## src/rtl/hex_to_seg_pkg.sv

```systemverilog
// Shared constants for the hex-to-7-segment decoder.
//   SEG_W        : width of a segment vector (g,f,e,d,c,b,a; bit 0 = a)
//   GLYPH        : active-high glyph for each nibble 0x0..0xF
//   SEG_ALL_OFF  : active-high "nothing lit"
//   SEG_ALL_ON   : active-high "everything lit"
package hex_to_seg_pkg;

  localparam int unsigned SEG_W = 7;

  // Lowercase b and d keep them distinct from 8 and 0.
  localparam logic [SEG_W-1:0] GLYPH [16] = '{
    7'h3F, 7'h06, 7'h5B, 7'h4F,  // 0 1 2 3
    7'h66, 7'h6D, 7'h7D, 7'h07,  // 4 5 6 7
    7'h7F, 7'h6F, 7'h77, 7'h7C,  // 8 9 A b
    7'h39, 7'h5E, 7'h79, 7'h71   // C d E F
  };

  localparam logic [SEG_W-1:0] SEG_ALL_OFF = 7'h00;
  localparam logic [SEG_W-1:0] SEG_ALL_ON  = 7'h7F;

endpackage

```

## src/rtl/hex_seg_rom.sv

```systemverilog
// Combinational glyph lookup.
//   x   : hex nibble
//   seg : active-high gfedcba pattern for x
module hex_seg_rom
  import hex_to_seg_pkg::*;
(
  input  logic [3:0]       x,
  output logic [SEG_W-1:0] seg
);

  // All 16 codes are covered, so no default branch is needed.
  always_comb begin
    seg = GLYPH[x];
  end

endmodule

```

## src/rtl/hex_to_seg.sv

```systemverilog
// Registered hex-to-7-segment decoder for one digit.
//   clk       : system clock, rising edge
//   rst_n     : synchronous active-low reset
//   X         : hex nibble to display
//   blank     : 1 = all segments off
//   lamp_test : 1 = all segments on, overrides blank
//   SEG       : registered segment drive, SEG[6:0] = g,f,e,d,c,b,a
// Parameters:
//   ACTIVE_LOW  : 1 = a lit segment is driven 0 (common anode)
//   RESET_BLANK : 1 = reset to all-off, 0 = reset to the "0" glyph
module hex_to_seg
  import hex_to_seg_pkg::*;
#(
  parameter bit ACTIVE_LOW  = 1'b1,
  parameter bit RESET_BLANK = 1'b1
) (
  input  logic             clk,
  input  logic             rst_n,
  input  logic [3:0]       X,
  input  logic             blank,
  input  logic             lamp_test,
  output logic [SEG_W-1:0] SEG
);

  // Reset value, expressed in active-high form then mapped to pin polarity.
  localparam logic [SEG_W-1:0] RST_HI  = RESET_BLANK ? SEG_ALL_OFF : GLYPH[0];
  localparam logic [SEG_W-1:0] RST_VAL = ACTIVE_LOW ? ~RST_HI : RST_HI;

  logic [SEG_W-1:0] glyph;
  logic [SEG_W-1:0] seg_hi;
  logic [SEG_W-1:0] seg_d;
  logic [SEG_W-1:0] seg_q;

  hex_seg_rom u_rom (
    .x   (X),
    .seg (glyph)
  );

  always_comb begin
    seg_hi = glyph;
    if (lamp_test) begin
      seg_hi = SEG_ALL_ON;
    end else if (blank) begin
      seg_hi = SEG_ALL_OFF;
    end
    seg_d = ACTIVE_LOW ? ~seg_hi : seg_hi;
  end

  always_ff @(posedge clk) begin
    if (!rst_n) begin
      seg_q <= RST_VAL;
    end else begin
      seg_q <= seg_d;
    end
  end

  assign SEG = seg_q;

endmodule

```

## config.mk

```make
export PLATFORM = sky130hd
export DESIGN_NAME = hex_to_seg
export DESIGN_NICKNAME = d
export VERILOG_FILES = /design/src/rtl/hex_to_seg_pkg.sv /design/src/rtl/hex_seg_rom.sv /design/src/rtl/hex_to_seg.sv
export SDC_FILE = /design/constraint.sdc
export NUM_CORES = 1
export LEC_CHECK = 0
export CAP_MARGIN = 20
export CORE_AREA = 3 3 40 42
export DETAILED_ROUTE_END_ITERATION = 8
export DIE_AREA = 0 0 43 45
export SETUP_SLACK_MARGIN = 0.2
export SLEW_MARGIN = 40
export SYNTH_ARGS = -nofsm -noshare
export SYNTH_HDL_FRONTEND = slang
export SYNTH_SLANG_ARGS = --single-unit
```

## constraint.sdc

```tcl
create_clock -name clk -period 1.98 [get_ports clk]
set_input_delay 0.396 -clock clk [delete_from_list [all_inputs] [get_ports clk]]
set_output_delay 0.396 -clock clk [all_outputs]
set_load 0.02 [all_outputs]
```

==> results_dict.tcl, run 1 <==
set metrics [dict create \
    multiInputGateArea_sq_um 303 \
    slowest_delay_ns 0.55 \
    synth_top_cell_by_area "dfxtp_1" \
    postSynthAreaPerCell_sq_um 9.71 \
    synth_warnings 0 \
    clk_pin_slew_ns 0.05 \
    area_delta_synth_final_pct 36.3 \
    worstMarginPinSlew_ns 0.301 \
    viasPerCell 5.13 \
    leakagePower_uw 0.000296 \
    n_antenna_cell 0 \
    die_x_um 43 \
    drt-initial-drc-count 14 \
    die_h_um 45 \
    synth_area_leaders "dfxtp_1 (29%), ha_1 (15%), mux2i_1 (6.2%)" \
    dpl-instance-area_sq_um 633 \
    start_kind "input pin" \
    tns_ns 0 \
    design_area_sq_um 662 \
    rsz0062_at_grt "false" \
    powerDensity_nw_per_um2 609 \
    crit_slowest_cell "clkdlybuf4s50_1" \
    n_fill_cell 121 \
    layout.nets 83 \
    vias 426 \
    post-synth-top-area-fraction 0.289 \
    worstSetupPathType "input pin to flip-flop" \
    wl_per_cell_um 12.6 \
    seq_area_sq_um 140 \
    grt_pass1_wl_um 1820 \
    grt_pass1_vias 447 \
    mappedNetlistNets 64 \
    initial_utilization 0.378 \
    clockRootBuffer "clkbuf_4" \
    setup_violations 0 \
    finalHoldViolCount 0 \
    syn_area_sq_um 485 \
    row_count 13 \
    die_area_sq_um 1940 \
    gp_congestion 0.885 \
    postRouteAntennaNets 0 \
    slew_headroom 0.797 \
    io_buffer_count 14 \
    ys_seq_elements 7 \
    numCtsBuffers 3 \
    slew_violations 0 \
    gr-total-overflow 0 \
    dr.pass1.iters 4 \
    min_path_type "input pin to flip-flop" \
    path_max_fanout 5 \
    dp_worst_setup_slack_ns 0.0851 \
    final_common_cell "clkdlybuf4s50_1" \
    antenna_found_initial 0 \
    remaining_drc_errors 0 \
    grt_usage 0.123 \
    drv_cap 0 \
    arrival_ns 1.80 \
    status "finished, final reports clean" \
    synth_cell_types 23 \
    largest_register_ffs 7 \
    cts_tree "yes" \
    cp_common_cell "inv_1" \
    io_pins 15 \
    timing.final.crit_share 0.827 \
    route.final.wire_length_um 1050 \
    cts.path.max_buffers 2 \
    synth-seq-area-share 0.289 \
    drive_above_1_share 0.132 \
    min_period_ns 1.64 \
    coreArea_sq_um 1280 \
    crit_path_end_kind "flip-flop" \
    crit_family "buffers and inverters" \
    final_cell_mix "clkdlybuf4s50_1 (14), dfxtp_1 (7), inv_1 (5), ha_1 (5)" \
    layout_setup_ws_ns 0.342 \
    syn_inst 50 \
    clock_sinks 7 \
    vdd.ir_drop.worst_mv 0.192 \
    required_ns 2.14 \
    cp_num_buf_inv 3 \
    h-tree-depth 1 \
    detailed_place_hpwl_um 819 \
    grt_max_degree 9 \
    crit_chain "clkdlybuf4s50_1 > inv_1 > ha_1 > inv_1 > mux2i_1 > a221oi_2" \
    fmax_mhz 611 \
]
## Yosys cell counts
library cell  n
o211ai_1      1
a211oi_1      2
a221oi_2      2
ha_1          6
a21o_1        1
inv_1         5
dfxtp_1       7
a2111o_1      1
a31oi_1       2
and2_1        1
nand3_1       1
buf_6         1
o311ai_0      1
nand2_1       3
o31ai_1       2
a2bb2oi_1     1
and3_1        2
nor2_1        2
buf_8         1
o21a_1        2
mux2i_1       3
nand2b_1      2
and2b_2       1
## cell families (layout without fill, tap and decap cells)
logic type,count (synthesis),after routing,share of synthesized area
AND/OR/NAND/NOR,12,12,0.131
flip-flops,7,7,0.289
AO/OA/AOI/OAI,15,15,0.271
multiplexers,3,3,0.0619
buffers and inverters,7,25,0.0928
adder cells (fa/ha/maj),6,6,0.155
## final timing paths
path	startpoint	to	slack [ns]	cells after the start
setup / recovery	X[0]	SEG[3]$_SDFF_PN1_	0.34	6
hold / removal	rst_n	SEG[6]$_SDFF_PN1_	0.86	2
## stage by stage
step / std cells / total power [uW] / util / hold slack, ns
after global routing: 83 / 423 / 0.515 / 0.873
after global placement: 79 / 275 / 0.493 / 1.11
final: 83 / 403 / 0.515 / 0.856
after floorplan: 50 / 224 / - / 0.467
after CTS: 83 / 408 / 0.513 / 0.847
after detailed placement: 79 / 274 / 0.493 / 1.09
## timing repair
item                                    CTS  global route
gates resized for setup                   0             1
endpoints found under the hold margin     0             0
setup buffers                             0             0
hold buffers                              0             0
endpoints found under the setup margin    0             1
## metal layers
metal	routed length, um	GRT usage	part of all wire	vias to the layer above
li1	-	-	-	217
met1	492	0.154	0.47	198
met2	503	0.189	0.48	11
met3	51	0.0199	0.049	0
met4	0	0.0964	0	0
met5	0	0	0	-
## area by class of cell
cell class	count	area share
multi-input combinational	36	0.457
clock buffer	4	0.0397
sequential	7	0.212
inverter	5	0.0284
timing repair buffer	16	0.234
tap	15	0.0284
## power breakdown
group          internal, uW  leakage [uW]  switching [uW]  total (uW)
logic                  58.0      0.000222            58.3         116
registers               153     0.0000589            2.81         156
clock network          77.0     0.0000150            53.9         131
Note: power is estimated with default switching activity, not from simulation.
==> inputs of run 2 (changes only) <==
- PLACE_DENSITY: not set -> 0.67
- clock period: 1.98 -> 1.45 ns (I/O delays scaled with it)
==> run 2 against run 1 <==
Compared with the run above: first-iteration DRC count fell by 21%; die area stayed put; final cell count rose by 11%; sequential cell count is the same; design area up 13%.
==> results_dict.tcl, run 2 (same netlist as run 1, synthesis figures left out) <==
set metrics [dict create \
    slew_headroom 0.844 \
    n_antenna_cell 0 \
    drt-initial-drc-count 11 \
    met1_usage 0.165 \
    largest_register_ffs 7 \
    postRouteAntennaNets 0 \
    row_count 13 \
    layout_setup_ws_ns 0.254 \
    grt_pass1_wl_um 1850 \
    clockPowerShare 0.306 \
    p_sw_frac 0.281 \
    grt_max_degree 8 \
    remaining_drc_errors 0 \
    dp_worst_setup_slack_ns -0.320 \
    crit_path_end_kind "flip-flop" \
    final_cell_mix "buf_4 (11), dlygate4sd2_1 (9), dfxtp_1 (7)" \
    die_h_um 45 \
    worstSetupPathType "input pin to flip-flop" \
    status "finished, final reports clean" \
    layout.nets 92 \
    p_sw_uw 155 \
    h-tree-depth 1 \
    required_ns 1.57 \
    drv_cap 0 \
    coreArea_sq_um 1280 \
    gr-total-overflow 0 \
    route.final.wire_length_um 1080 \
    powerDensity_nw_per_um2 738 \
    viasPerCell 4.95 \
    min_path_type "input pin to flip-flop" \
    die_area_sq_um 1940 \
    p_seq_frac 0.385 \
    stdcell_count 92 \
    rsz0062_at_grt "false" \
    worstMarginPinSlew_ns 0.233 \
    use_met2 0.216 \
    cts_setup_buffers 0 \
    finalHoldViolCount 0 \
    total_power_uw 551 \
    hold-worst-slack_ns 0.460 \
    combPwrFrac 0.309 \
    cts_tree "yes" \
    final_common_cell "buf_4" \
    use_met3 0.0239 \
    io_pins 15 \
    numCtsBuffers 3 \
    clockRootBuffer "clkbuf_4" \
    place_inst 88 \
    grt_usage 0.132 \
    dpl-instance-area_sq_um 701 \
    gp_congestion 0.843 \
    antenna_found_initial 0 \
    drive_above_1_share 0.312 \
    detailed_place_hpwl_um 899 \
    vias 455 \
    clk_pin_slew_ns 0.05 \
    area_delta_synth_final_pct 53.6 \
    path_max_fanout 4 \
    wl_per_cell_um 11.8 \
    arrival_ns 1.32 \
    leakagePower_uw 0.000366 \
    initial_utilization 0.378 \
    design_area_sq_um 746 \
    start_kind "input pin" \
    slew_violations 0 \
    dr.pass1.iters 4 \
    grt_pass1_vias 412 \
    fmax_mhz 836 \
    vdd.ir_drop.worst_mv 0.279 \
    timing.final.crit_share 0.825 \
    grt.busiest_layer "met2" \
    io_buffer_count 14 \
    min_period_ns 1.20 \
    cts.path.max_buffers 2 \
    setup_violations 0 \
    die_x_um 43 \
    postCtsHoldBufs 0 \
    internal_power_uw 396 \
    clock_sinks 7 \
]
==> run 2: changes by cell type in the layout (fill, tap and decap cells not counted), sizes merged <==
cell,change
dlymetal6s2s,+2
dlygate4sd2,+9
clkdlybuf4s50,-12
buf,+10
==> run 2: worst paths after layout <==
path               from                end  slack, ns  depth (start not counted)
setup / recovery   X[1]  SEG[6]$_SDFF_PN1_       0.25                          6
hold / removal    blank  SEG[4]$_SDFF_PN1_       0.46                          3
==> run 2: cell type report <==
type	instances	area (sq um)
clock buffers	4	26.3
fillers	118	539
inverters	5	18.8
multi-input cells	36	330
flip-flops and latches	7	140
well taps	15	18.8
repair buffers	25	211
==> run 2: timing repair <==
item / CTS / global route
pin swaps: 1 / 2
resized for setup: 17 / 6
setup endpoints to repair: 14 / 5
==> run 2: power groups by stage <==
stage / Combinational, uW / Sequential, uW / Clock (uW)
after detailed placement: 176 / 217 / 0
after global routing: 184 / 214 / 189
final: 170 / 212 / 169
after floorplan: 66.9 / 238 / 0
after global placement: 176 / 217 / 0
after CTS: 169 / 212 / 181
==> run 2: worst max-delay path, stage by stage <==
cell and delay (ns):
dlygate4sd2_1 0.28, inv_2 0.09, buf_4 0.13, ha_1 0.20, a211oi_2 0.25, o31ai_1 0.08
==> run 2: routing by layer <==
| metal | up-vias | share of wire |
|---|---|---|
| met2 | 14 | 0.50 |
| met3 | 0 | 0.064 |
| met5 | - | 0 |
| met1 | 206 | 0.43 |
| li1 | 235 | - |
| met4 | 0 | 0 |
==> run 2: stage by stage <==
step	utilization	TNS (ns)
after CTS	0.575	0
after detailed placement	0.545	-1.83
final	0.580	0
after global placement	0.545	-1.82
after floorplan	-	0
after global routing	0.580	0
==> inputs of run 3 (changes only) <==
- clock period: 1.45 -> 1.07 ns (I/O delays scaled with it)
==> run 3 against run 2 <==
Compared with the run above: die area unchanged; sequential share of layout area down 2.1 points; sequential power up 40%; global-route usage up 1.0 points; via count up 4.4%; hold slack worse by 0.082 ns; core utilization up 11 points; total power up 53%; wire length up 9.0%; critical path depth unchanged; clock power up 43%; sequential cell count unchanged.
==> results_dict.tcl, run 3 (same netlist as run 1, synthesis figures left out) <==
set metrics [dict create \
    die_x_um 43 \
    internal_power_uw 594 \
    min_path_type "input pin to flip-flop" \
    antenna_found_initial 0 \
    final_common_cell "buf_6" \
    hp-start "X[2]" \
    timing.final.crit_share 0.876 \
    vias 475 \
    clk_pin_slew_ns 0.05 \
    final_core_util 0.688 \
    viasPerCell 5.05 \
    route.final.wire_length_um 1180 \
    detailed_place_hpwl_um 953 \
    slowest_delay_ns 0.21 \
    layout_setup_ws_ns 0.133 \
    area_delta_synth_final_pct 82.2 \
    initial_utilization 0.378 \
    seq_area_sq_um 148 \
    crit_slowest_cell "and2b_2" \
    h-tree-depth 1 \
    drv_cap 0 \
    p_sw_frac 0.294 \
    powerDensity_nw_per_um2 951 \
    grt_usage 0.142 \
    path_max_fanout 5 \
    hold-worst-slack_ns 0.378 \
    arrival_ns 1.08 \
    status "finished, final reports clean" \
    multiInputGateArea_sq_um 394 \
    p_seq_frac 0.353 \
    clockPowerShare 0.286 \
    p_sw_uw 248 \
    clockRootBuffer "clkbuf_4" \
    drt-initial-drc-count 7 \
    dp_worst_setup_slack_ns -0.582 \
    setup_violations 0 \
    slew_headroom 0.857 \
    crit_chain "buf_6 > buf_12 > ha_4 > and2b_2 > a211oi_2 > o31ai_1" \
    fmax_mhz 1070 \
    numCtsBuffers 3 \
    cts_tree "yes" \
    min_period_ns 0.937 \
    dr.pass1.iters 4 \
    combPwrFrac 0.361 \
    rsz0062_at_grt "true" \
    grt_max_degree 9 \
    leakagePower_uw 0.000384 \
    wl_per_cell_um 12.6 \
    worstSetupEndpoint "SEG[6]$_SDFF_PN1_" \
    final_cell_mix "buf_6 (11), buf_4 (10), dfxtp_2 (6)" \
    io_pins 15 \
    clock_sinks 7 \
    grt_pass1_vias 505 \
    n_fill_cell 103 \
    largest_register_ffs 7 \
    coreArea_sq_um 1280 \
    cts.path.max_buffers 2 \
    die_h_um 45 \
    die_area_sq_um 1940 \
    postRouteAntennaNets 0 \
    n_antenna_cell 0 \
    worstSetupPathType "input pin to flip-flop" \
    worstMarginPinSlew_ns 0.208 \
    drive_above_1_share 0.658 \
    required_ns 1.21 \
    start_kind "input pin" \
    crit_path_end_kind "flip-flop" \
    gp_congestion 0.729 \
    postCtsHoldBufs 0 \
    grt_pass1_wl_um 2040 \
    vdd.ir_drop.worst_mv 0.352 \
    io_buffer_count 14 \
    cp-startpoint "X[1]" \
    layout.nets 94 \
    gr-total-overflow 0 \
    finalHoldViolCount 0 \
    remaining_drc_errors 0 \
    row_count 13 \
    slew_violations 0 \
]
[run 3: cell types whose count changed in the layout (fill, tap and decap cells not counted), sizes merged]
cell,previous run,this run
dlygate4sd2,9,3
clkdlybuf4s50,2,0
buf,12,22
clkdlybuf4s15,0,1
dlymetal6s2s,2,0
clkbuf,4,5
[run 3: worst min path at each step]
stage,end,slack [ns],cells past startpoint
3_3_place_gp,SEG[5]$_SDFF_PN1_,0.94,3
4_1_cts,SEG[1]$_SDFF_PN1_,0.40,4
6_report,SEG[0]$_SDFF_PN1_,0.38,3
2_1_floorplan,SEG[5]$_SDFF_PN1_,0.29,1
5_1_grt,SEG[0]$_SDFF_PN1_,0.40,3
3_5_place_dp,SEG[1]$_SDFF_PN1_,0.94,3
[run 3: critical path: cells and delay by family]
| family | cells | cell delay (ns) |
|---|---|---|
| AO/OA/AOI/OAI | 2 | 0.27 |
| buffers and inverters | 2 | 0.22 |
| adder cells (fa/ha/maj) | 1 | 0.15 |
| AND/OR/NAND/NOR | 1 | 0.21 |
[run 3: routing by layer]
metal	share of wire	up-vias	GRT usage
met5	0	-	0
met4	0.036	0	0.108
met3	0.070	5	0.0199
met2	0.50	19	0.257
met1	0.39	212	0.149
li1	-	239	-
[run 3: cell type report]
class | instances | share of cell area
inverters | 5 | 0.0424
well taps | 15 | 0.0212
clock buffers | 4 | 0.0297
repair buffers | 27 | 0.294
flip-flops and latches | 7 | 0.167
multi-input cells | 36 | 0.446
[run 3: repair_timing]
| item | 4_1_cts | 5_1_grt |
|---|---|---|
| setup endpoints to repair | 14 | 14 |
| hold endpoints to repair | 0 | 0 |
| setup buffers | 1 | 0 |
| gates resized for setup | 69 | 8 |
| pin swaps | 6 | 4 |
[run 3: power by group through the flow]
stage / clock network [uW] / logic [uW] / registers [uW]
after detailed placement: 0 / 280 / 294
after floorplan: 0 / 115 / 323
final: 241 / 304 / 297
after CTS: 247 / 289 / 297
after global routing: 258 / 329 / 299
after global placement: 0 / 279 / 294
[run 3: stage by stage]
step	cell area (sq um)	setup TNS (ns)	cells	power (uW)
floorplan	568	0	50	438
global placement	800	-3.67	89	572
detailed placement	800	-3.78	89	574
CTS	861	0	94	833
global route	885	0	94	887
finish	885	0	94	842
